## src/rtl/hazard_stall_ctrl_if.sv

```systemverilog
// Pipeline control bundle between the LC-3b pipe datapath and hazard_stall_ctrl.
// Carries the cache handshakes, the ID/EX register-hazard fields and the redirect pulse.
// It also carries the stall/bubble/flush qualifiers, the debug state and the counters.
//   master : pipeline side, drives requests and hazard fields, observes qualifiers
//   slave  : controller side, observes requests, drives qualifiers and counters
interface hazard_stall_ctrl_if #(
  parameter int unsigned CNT_WIDTH = 16
);
  localparam int unsigned REG_W = 3;

  logic                 imem_read;
  logic                 imem_resp;
  logic                 dmem_read;
  logic                 dmem_write;
  logic                 dmem_resp;
  logic [REG_W-1:0]     id_sr1;
  logic [REG_W-1:0]     id_sr2;
  logic                 id_uses_sr1;
  logic                 id_uses_sr2;
  logic [REG_W-1:0]     ex_dest;
  logic                 ex_is_load;
  logic                 ex_regwrite;
  logic                 redirect;

  logic                 stall_pipeline;
  logic                 stall_if_id;
  logic                 bubble_id_ex;
  logic                 flush_if_id;
  logic                 flush_id_ex;
  logic                 flush_ex_mem;
  logic [1:0]           state_out;
  logic [CNT_WIDTH-1:0] stall_cycles;
  logic [CNT_WIDTH-1:0] bubble_count;
  logic [CNT_WIDTH-1:0] flush_count;

  modport master (
    output imem_read, imem_resp, dmem_read, dmem_write, dmem_resp,
           id_sr1, id_sr2, id_uses_sr1, id_uses_sr2,
           ex_dest, ex_is_load, ex_regwrite, redirect,
    input  stall_pipeline, stall_if_id, bubble_id_ex,
           flush_if_id, flush_id_ex, flush_ex_mem,
           state_out, stall_cycles, bubble_count, flush_count
  );

  modport slave (
    input  imem_read, imem_resp, dmem_read, dmem_write, dmem_resp,
           id_sr1, id_sr2, id_uses_sr1, id_uses_sr2,
           ex_dest, ex_is_load, ex_regwrite, redirect,
    output stall_pipeline, stall_if_id, bubble_id_ex,
           flush_if_id, flush_id_ex, flush_ex_mem,
           state_out, stall_cycles, bubble_count, flush_count
  );
endinterface

```

## src/rtl/hazard_stall_ctrl.sv

```systemverilog
// Central stall/bubble/flush controller for the 5-stage LC-3b pipe.
// It holds a taken redirect across memory stalls and keeps saturating performance counters.
//   clk   : clock
//   reset : synchronous, active-high; forces all outputs to 0 while asserted
//   bus   : hazard_stall_ctrl_if.slave (cache handshakes, hazard fields, qualifiers, counters)
// Qualifiers are combinational from the current state and the inputs.
// Priority is memory stall, then flush, then load-use bubble.
module hazard_stall_ctrl #(
  parameter int unsigned CNT_WIDTH = 16
) (
  input  logic                clk,
  input  logic                reset,
  hazard_stall_ctrl_if.slave  bus
);

  typedef enum logic [1:0] {
    ST_RUN        = 2'd0,
    ST_MEM_WAIT   = 2'd1,
    ST_FLUSH_PEND = 2'd2,
    ST_ILLEGAL    = 2'd3
  } state_t;

  state_t               r_state;
  state_t               w_next_state;

  logic                 w_mem_busy;
  logic                 w_sr1_hit;
  logic                 w_sr2_hit;
  logic                 w_lu_hazard;

  logic                 w_stall_pipeline;
  logic                 w_stall_if_id;
  logic                 w_bubble;
  logic                 w_flush;

  logic [CNT_WIDTH-1:0] r_stall_cycles;
  logic [CNT_WIDTH-1:0] r_bubble_count;
  logic [CNT_WIDTH-1:0] r_flush_count;

  // Saturating +1
  function automatic logic [CNT_WIDTH-1:0] sat_inc(input logic [CNT_WIDTH-1:0] val);
    sat_inc = (val == {CNT_WIDTH{1'b1}}) ? val : val + CNT_WIDTH'(1);
  endfunction

  // Outstanding cache request with no response this cycle
  assign w_mem_busy = (bus.imem_read & ~bus.imem_resp) |
                      ((bus.dmem_read | bus.dmem_write) & ~bus.dmem_resp);

  // Plain 3-bit compares; R0 is a real hazard target
  assign w_sr1_hit   = bus.id_uses_sr1 & (bus.id_sr1 == bus.ex_dest);
  assign w_sr2_hit   = bus.id_uses_sr2 & (bus.id_sr2 == bus.ex_dest);
  assign w_lu_hazard = bus.ex_is_load & bus.ex_regwrite & (w_sr1_hit | w_sr2_hit);

  // State register; the pending flush lives in ST_FLUSH_PEND, so reset drops it
  always_ff @(posedge clk) begin
    if (reset) begin
      r_state <= ST_RUN;
    end else begin
      r_state <= w_next_state;
    end
  end

  // Next-state and qualifier decode
  always_comb begin
    w_next_state     = r_state;
    w_stall_pipeline = 1'b0;
    w_stall_if_id    = 1'b0;
    w_bubble         = 1'b0;
    w_flush          = 1'b0;

    if (!reset) begin
      unique case (r_state)
        // MEM_WAIT falls back to RUN rules in its first free cycle, so both share a decode
        ST_RUN, ST_MEM_WAIT: begin
          w_stall_pipeline = w_mem_busy;
          if (w_mem_busy) begin
            w_next_state = bus.redirect ? ST_FLUSH_PEND : ST_MEM_WAIT;
          end else begin
            w_next_state = ST_RUN;
            if (bus.redirect) begin
              w_flush = 1'b1;
            end else if (w_lu_hazard) begin
              w_stall_if_id = 1'b1;
              w_bubble      = 1'b1;
            end
          end
        end
        // Redirect pulses while waiting merge into the one pending flush
        ST_FLUSH_PEND: begin
          w_stall_pipeline = w_mem_busy;
          if (!w_mem_busy) begin
            w_flush      = 1'b1;
            w_next_state = ST_RUN;
          end
        end
        default: begin
          w_next_state = ST_RUN;
        end
      endcase
    end
  end

  // Performance counters
  always_ff @(posedge clk) begin
    if (reset) begin
      r_stall_cycles <= '0;
      r_bubble_count <= '0;
      r_flush_count  <= '0;
    end else begin
      if (w_stall_pipeline) r_stall_cycles <= sat_inc(r_stall_cycles);
      if (w_bubble)         r_bubble_count <= sat_inc(r_bubble_count);
      if (w_flush)          r_flush_count  <= sat_inc(r_flush_count);
    end
  end

  assign bus.stall_pipeline = w_stall_pipeline;
  assign bus.stall_if_id    = w_stall_if_id;
  assign bus.bubble_id_ex   = w_bubble;
  assign bus.flush_if_id    = w_flush;
  assign bus.flush_id_ex    = w_flush;
  assign bus.flush_ex_mem   = w_flush;
  assign bus.state_out      = reset ? 2'd0 : r_state;
  assign bus.stall_cycles   = reset ? '0 : r_stall_cycles;
  assign bus.bubble_count   = reset ? '0 : r_bubble_count;
  assign bus.flush_count    = reset ? '0 : r_flush_count;

endmodule

```

## src/flat_wrapper.sv

```systemverilog
// flat-port wrapper written by rule: the top's interface ports become plain ports
module hazard_stall_ctrl_flat 
#(
  parameter int unsigned CNT_WIDTH = 16
)
  (clk, reset, bus_imem_read, bus_imem_resp, bus_dmem_read, bus_dmem_write, bus_dmem_resp, bus_id_sr1, bus_id_sr2, bus_id_uses_sr1, bus_id_uses_sr2, bus_ex_dest, bus_ex_is_load, bus_ex_regwrite, bus_redirect, bus_stall_pipeline, bus_stall_if_id, bus_bubble_id_ex, bus_flush_if_id, bus_flush_id_ex, bus_flush_ex_mem, bus_state_out, bus_stall_cycles, bus_bubble_count, bus_flush_count);
  hazard_stall_ctrl_if #(.CNT_WIDTH(CNT_WIDTH)) bus_i ();
  input  logic clk;
  input  logic reset;
  input wire logic [$bits(bus_i.imem_read)-1:0] bus_imem_read;
  input wire logic [$bits(bus_i.imem_resp)-1:0] bus_imem_resp;
  input wire logic [$bits(bus_i.dmem_read)-1:0] bus_dmem_read;
  input wire logic [$bits(bus_i.dmem_write)-1:0] bus_dmem_write;
  input wire logic [$bits(bus_i.dmem_resp)-1:0] bus_dmem_resp;
  input wire logic [$bits(bus_i.id_sr1)-1:0] bus_id_sr1;
  input wire logic [$bits(bus_i.id_sr2)-1:0] bus_id_sr2;
  input wire logic [$bits(bus_i.id_uses_sr1)-1:0] bus_id_uses_sr1;
  input wire logic [$bits(bus_i.id_uses_sr2)-1:0] bus_id_uses_sr2;
  input wire logic [$bits(bus_i.ex_dest)-1:0] bus_ex_dest;
  input wire logic [$bits(bus_i.ex_is_load)-1:0] bus_ex_is_load;
  input wire logic [$bits(bus_i.ex_regwrite)-1:0] bus_ex_regwrite;
  input wire logic [$bits(bus_i.redirect)-1:0] bus_redirect;
  output wire logic [$bits(bus_i.stall_pipeline)-1:0] bus_stall_pipeline;
  output wire logic [$bits(bus_i.stall_if_id)-1:0] bus_stall_if_id;
  output wire logic [$bits(bus_i.bubble_id_ex)-1:0] bus_bubble_id_ex;
  output wire logic [$bits(bus_i.flush_if_id)-1:0] bus_flush_if_id;
  output wire logic [$bits(bus_i.flush_id_ex)-1:0] bus_flush_id_ex;
  output wire logic [$bits(bus_i.flush_ex_mem)-1:0] bus_flush_ex_mem;
  output wire logic [$bits(bus_i.state_out)-1:0] bus_state_out;
  output wire logic [$bits(bus_i.stall_cycles)-1:0] bus_stall_cycles;
  output wire logic [$bits(bus_i.bubble_count)-1:0] bus_bubble_count;
  output wire logic [$bits(bus_i.flush_count)-1:0] bus_flush_count;
  assign bus_i.imem_read = bus_imem_read;
  assign bus_i.imem_resp = bus_imem_resp;
  assign bus_i.dmem_read = bus_dmem_read;
  assign bus_i.dmem_write = bus_dmem_write;
  assign bus_i.dmem_resp = bus_dmem_resp;
  assign bus_i.id_sr1 = bus_id_sr1;
  assign bus_i.id_sr2 = bus_id_sr2;
  assign bus_i.id_uses_sr1 = bus_id_uses_sr1;
  assign bus_i.id_uses_sr2 = bus_id_uses_sr2;
  assign bus_i.ex_dest = bus_ex_dest;
  assign bus_i.ex_is_load = bus_ex_is_load;
  assign bus_i.ex_regwrite = bus_ex_regwrite;
  assign bus_i.redirect = bus_redirect;
  assign bus_stall_pipeline = bus_i.stall_pipeline;
  assign bus_stall_if_id = bus_i.stall_if_id;
  assign bus_bubble_id_ex = bus_i.bubble_id_ex;
  assign bus_flush_if_id = bus_i.flush_if_id;
  assign bus_flush_id_ex = bus_i.flush_id_ex;
  assign bus_flush_ex_mem = bus_i.flush_ex_mem;
  assign bus_state_out = bus_i.state_out;
  assign bus_stall_cycles = bus_i.stall_cycles;
  assign bus_bubble_count = bus_i.bubble_count;
  assign bus_flush_count = bus_i.flush_count;
  hazard_stall_ctrl #(.CNT_WIDTH(CNT_WIDTH)) u_core (.clk(clk), .reset(reset), .bus(bus_i));
endmodule
```

## config.mk

```make
export PLATFORM = sky130hd
export DESIGN_NAME = hazard_stall_ctrl_flat
export DESIGN_NICKNAME = d
export VERILOG_FILES = /design/src/rtl/hazard_stall_ctrl_if.sv /design/src/rtl/hazard_stall_ctrl.sv /design/src/flat_wrapper.sv
export SDC_FILE = /design/constraint.sdc
export NUM_CORES = 1
export LEC_CHECK = 0
export ABC_CLOCK_PERIOD_IN_PS = 3360
export CORE_MARGIN = 4
export CORE_UTILIZATION = 30
export DETAILED_ROUTE_END_ITERATION = 8
export PLACE_DENSITY_LB_ADDON = 0.2
export SLEW_MARGIN = 20
export SYNTH_ARGS = -nofsm -noshare
export SYNTH_HDL_FRONTEND = slang
export SYNTH_SLANG_ARGS = --single-unit
```

## constraint.sdc

```tcl
create_clock -name clk -period 3.36 [get_ports clk]
set_input_delay 0.84 -clock clk [delete_from_list [all_inputs] [get_ports clk]]
set_output_delay 0.84 -clock clk [all_outputs]
set_load 0.02 [all_outputs]
```

==> impl_metrics.ini <==
[grt]
antenna_found_initial = 0
grt-ovfl-total = 0
first_global_vias = 2538
grt_max_degree = 59
grt_use_total_pct = 12.3
grt_pass1_wl_um = 11700

[floorplan]
start_util_pct = 31.1
row_count = 35
die_h_um = 107
io_pins = 77
core_um2 = 9370
dieArea_um2 = 11400
die_x_um = 107

[layout]
n_antenna_cell = 0
layout-drive-gt1-share_pct = 10.7
fin_area_um2 = 3980
fin_nets = 452
syn_to_final_growth_pct = 36.5

[clock_tree]
cts_made_buffers = 5
path_clk_slew_ps = 90
cts_max_level = 2
insertion_delay_ps = 300
cts_max_path_buffers = 2
root_buffer = clkbuf_8
cts_tree = done
cts.sinks = 50

[placement]
dp_worst_setup_slack_ps = -202
io_buffers = 76
hpwlAfterDp_um = 5480
placed_area_um2 = 3870
gp_congestion = 0.745

[synthesis]
synth_simple_gate_area_share_pct = 36.1
synth_area_per_cell_um2 = 8.43
synthesis.nets = 370
synth-adder-area-share_pct = 1.29
synth_compound_area_share_pct = 8.10
async_flop_share_pct = 0
synth_top_cell_by_area = dfxtp_1
synth_area_leaders = dfxtp_1 (34%), nor2b_1 (8.4%), mux2_1 (6.2%)
seq_area_frac_synth_pct = 34.3
ys_types = 47
synth_top_family_by_area = simple AND/OR/NAND/NOR gates
synthXorXnorAreaFrac_pct = 4.50
ys_warn_count = 0
synth_edf_count = 0
synth_cells = 346
synthMuxAreaShare_pct = 10.9
synth_seq_cells = 50
netlist.area_leader.share_pct = 34.3
synth-main-ff-cell = dfxtp_1
synth_area_um2 = 2920

[drt]
drt.antenna.violating_nets = 0
drcViolationCount = 0
post_drt_via_cell_ratio = 4.80
dr.first_iter.drc_count = 78
wl_um = 7160
wl_per_cell_um = 12.8
detailroute.via_count = 2680
first_pass_iters = 4

[critical_path]
slowest_stage = clkdlybuf4s50_1
crit_arrival_ps = 2380
crit_type = in2out
crit_fanout = 3
path_buf_inv = 3
worstSetupEndpointType = output pin
critPathMaxStageDelay_ps = 440
required_ps = 2520
crit_family = buffers and inverters
crit_path_cell_trace = clkdlybuf4s50_1 -> and2b_1 -> nor4_4 -> o21ai_2 -> inv_1 -> dlygate4sd2_1
cp-start-kind = input pin

[timing]
rsz0062_at_grt = yes
post-route-period-util_pct = 96.0
slew_viol_final = 0
finalSetupViolCount = 0
skew_ps = 11.2
finalWorstSetupSlack_ps = 136
fmax_ghz = 0.310
fin_crit_ps = 3220
worstMarginPinSlew_ps = 617
finalSetupTns_ps = 0
max-slew-margin-rel_pct = 58.7
hold_viol = 0
whs_ps = 502

[power]
power.density_nw_per_um2 = 291
vdd_drop_max_mv = 0.181
p_total_uw = 1160
p_leak_uw = 0.00142

[min_path]
worstHoldPathType = reg2reg

[job]
cap_violations = 0

[status]
status = complete, no violations
cells by family (layout without fill, tap and decap cells):
kind of cell,after synthesis,count (layout)
compound gates,31,31
simple gates,187,187
buf+inv,32,115
fa+ha+maj,3,3
xor+xnor,15,15
mux,28,28
flops,50,50
area by class of cell:
cell class,instances,area [um^2]
clock buffers,6,72.6
clock inverters,2,37.5
fillers,989,5390
inverters,17,63.8
multi-input cells,264,1780
flip-flops and latches,50,1000
well taps,129,161
repair buffers,90,870
placed cells by master (no fill, tap or decap), drive strengths merged, types with 13 or more instances in the layout:
cell type       n
clkdlybuf4s50  69
mux2           27
nor2           45
nand3          13
inv            17
dfxtp          50
xnor2          15
nand4          18
nor2b          39
buf            15
nand2          21
flip-flops by register name (all words and copies together) (netlist names):
register / count
u_core.r_stall_cycles: 16
u_core.r_state: 2
u_core.r_flush_count: 16
u_core.r_bubble_count: 16
path summary, 6_finish.rpt:
kind	startpoint	to	slack, ps	depth (start not counted)
hold / removal	u_core.r_bubble_count[10]$_SDFFE_PP0P_	u_core.r_bubble_count[10]$_SDFFE_PP0P_	500	1
setup reg to reg	u_core.r_state[1]$_SDFFE_PP0P_	u_core.r_bubble_count[12]$_SDFFE_PP0P_	1290	6
hold reg to reg	u_core.r_bubble_count[10]$_SDFFE_PP0P_	u_core.r_bubble_count[10]$_SDFFE_PP0P_	500	1
setup / recovery	bus_imem_resp	bus_stall_if_id	140	6
cell usage after synthesis (all sizes together) (7+ instances only):
cell type,number
inv,17
and4,7
dfxtp,50
nor3,9
mux2,27
a21oi,11
nand3,13
nor2b,39
nor2,45
xnor2,15
o21ai,7
nand2,21
clkbuf,10
nor4,11
nand4,18
per-stage QoR:
stage / util (%) / std cells
final: 42.5 / 558
after global placement: 41.3 / 549
after CTS: 42.4 / 557
after global routing: 42.5 / 558
after detailed placement: 41.3 / 549
after floorplan: - / 346
layer usage:
layer	part of all wire [%]	GRT usage, %	vias up
met5	0	0	-
met4	0.47	2.47	0
met3	4.4	2.71	4
met2	47	20.9	46
met1	48	16.2	1243
li1	-	-	1387
timing repair:
action / 4_1_cts / 5_1_grt
endpoints found under the setup margin: 6 / 3
hold buffers: 0 / 0
setup buffers: 0 / 1
gates resized for setup: 6 / 1
report_power, final:
| part | total [uW] | leakage (uW) | internal, uW | switching, uW |
|---|---|---|---|---|
| clock network | 432 | 0.0000514 | 223 | 209 |
| registers | 606 | 0.000403 | 598 | 8.36 |
| logic | 122 | 0.000970 | 61.9 | 60.0 |
| total | 1160 | 0.00142 | 882 | 278 |
(Power assumes the default switching activity.)
==> variant (config.mk and constraints unchanged) <==
Put a register stage on the output `bus.bubble_count`. The value now appears one clock later.
--- a/src/rtl/hazard_stall_ctrl.sv
+++ b/src/rtl/hazard_stall_ctrl.sv
@@ -121,7 +121,9 @@
   assign bus.flush_ex_mem   = w_flush;
   assign bus.state_out      = reset ? 2'd0 : r_state;
   assign bus.stall_cycles   = reset ? '0 : r_stall_cycles;
-  assign bus.bubble_count   = reset ? '0 : r_bubble_count;
+  always_ff @(posedge clk) begin
+    bus.bubble_count <= reset ? '0 : r_bubble_count;
+  end
   assign bus.flush_count    = reset ? '0 : r_flush_count;
 
 endmodule
Formal check against the unedited RTL: not equivalent (a bounded check fails within 4 cycles, from zero or initial values and one cycle with reset high).
==> variant against the unedited design <==
First-iteration DRC count down 7.7%; final area up 9.1%; wire length up 0.52%; total power up 50%; sequential cell count up 16; maximum frequency up 0.17%; synthesized area up 8.2%; setup slack better by 5.3 ps; core utilization down 0.22 points; highest routed layer unchanged.
==> variant: results (changes against the unedited design) <==
- The total global routing track utilization is 11.84% (was 12.35%).
- Result of the run: complete, no violations (unchanged).
- The number of buffers added by the clock tree synthesis step is 9 (was 5).
- The worst hold margin is 464.5 ps (was 502.0 ps).
- The worst flop-to-flop path endpoint is u_core.r_bubble_count[13]$_SDFFE_PP0P_ (was u_core.r_bubble_count[12]$_SDFFE_PP0P_).
- The global placer's final weighted congestion is 0.7591 (was 0.7450).
- The depth of the worst hold-timing path is 2 (was 1).
- The wire length of the first global-routing pass is 12210 um (was 11730 um).
- The worst vdd rail ir drop is 0.0001673 V (was 0.0001810 V).
- The met2 routing resource usage after global routing came to 19.09% (was 20.91%).
- The destination of the critical timing path is bus_flush_if_id (was bus_stall_if_id).
- The global routing usage on met1 was 15.00% (was 16.20%).
- The post-synthesis cell type count is 48 (was 47).
- The net count reported at finish is 470 (was 452).
- The wire length per cell after detailed routing was 12.27 um (was 12.84 um).
- The sequential area share after synthesis came to 41.84% (was 34.31%).
- Most common library cells after synthesis: dfxtp_1, nor2_1, nor2b_1 (unchanged).
- The maximum number of pins on one net before global-route repair is 65 (was 59).
- The HPWL after detailed placement is 5315 um (was 5477 um).
- The highest net fanout along the worst path is 4 (was 3).
- The compound-gate portion of the synthesized area is 8.994% (was 8.105%).
- The count of filler cells inserted in the layout came to 1041 (was 989).
- The worst hold endpoint was u_core.bus.bubble_count[10]$_SDFF_PP0_ (was u_core.r_bubble_count[10]$_SDFFE_PP0P_).
- The routed wire length on met3 is 282 um (was 312 um).
- The maximum level of the CTS H-tree is 3 (was 2).
- The fraction of the mapped netlist area in adder cells was 1.189% (was 1.286%).
- The global routing met3 resource utilization was 2.849% (was 2.709%).
- The worst clock skew on the final layout is 10.29 ps (was 11.20 ps).
- The share of layout cells above drive strength 1 is 11.97% (was 10.72%).
- The number of global-route vias before repair was 2595 (was 2538).
- The clock latency on the worst-skew pair is 330 ps (was 300 ps).
- The combinational gate power was 111 uW (was 122 uW).
- The total via count after detailed routing is 2727 (was 2680).
[variant: through the flow]
stage	setup TNS, ps	instances	utilization (%)	worst slack (ps)
CTS	0	587	42.35	6.482
floorplan	0	363	-	408.9
detailed placement	-1130	571	39.99	-272.5
global placement	-1093	571	39.99	-263.8
finish	0	587	42.28	141.4
global route	0	587	42.28	66.95
[variant: cell type report]
| cell class | instances | area, um2 | share of cell area (%) |
|---|---|---|---|
| tap | 136 | 170.2 | 3.916 |
| sequential | 66 | 1321 | 30.41 |
| inverter | 13 | 48.80 | 1.123 |
| multi-input combinational | 267 | 1704 | 39.22 |
| clock inverter | 6 | 112.6 | 2.591 |
| clock buffer | 10 | 137.6 | 3.167 |
| timing repair buffer | 89 | 850.8 | 19.58 |
[variant: worst max-delay path, stage by stage]
cell and delay (ps):
clkdlybuf4s50_1 440, and2b_1 180, buf_4 140, a2111oi_4 370, dlygate4sd2_1 400
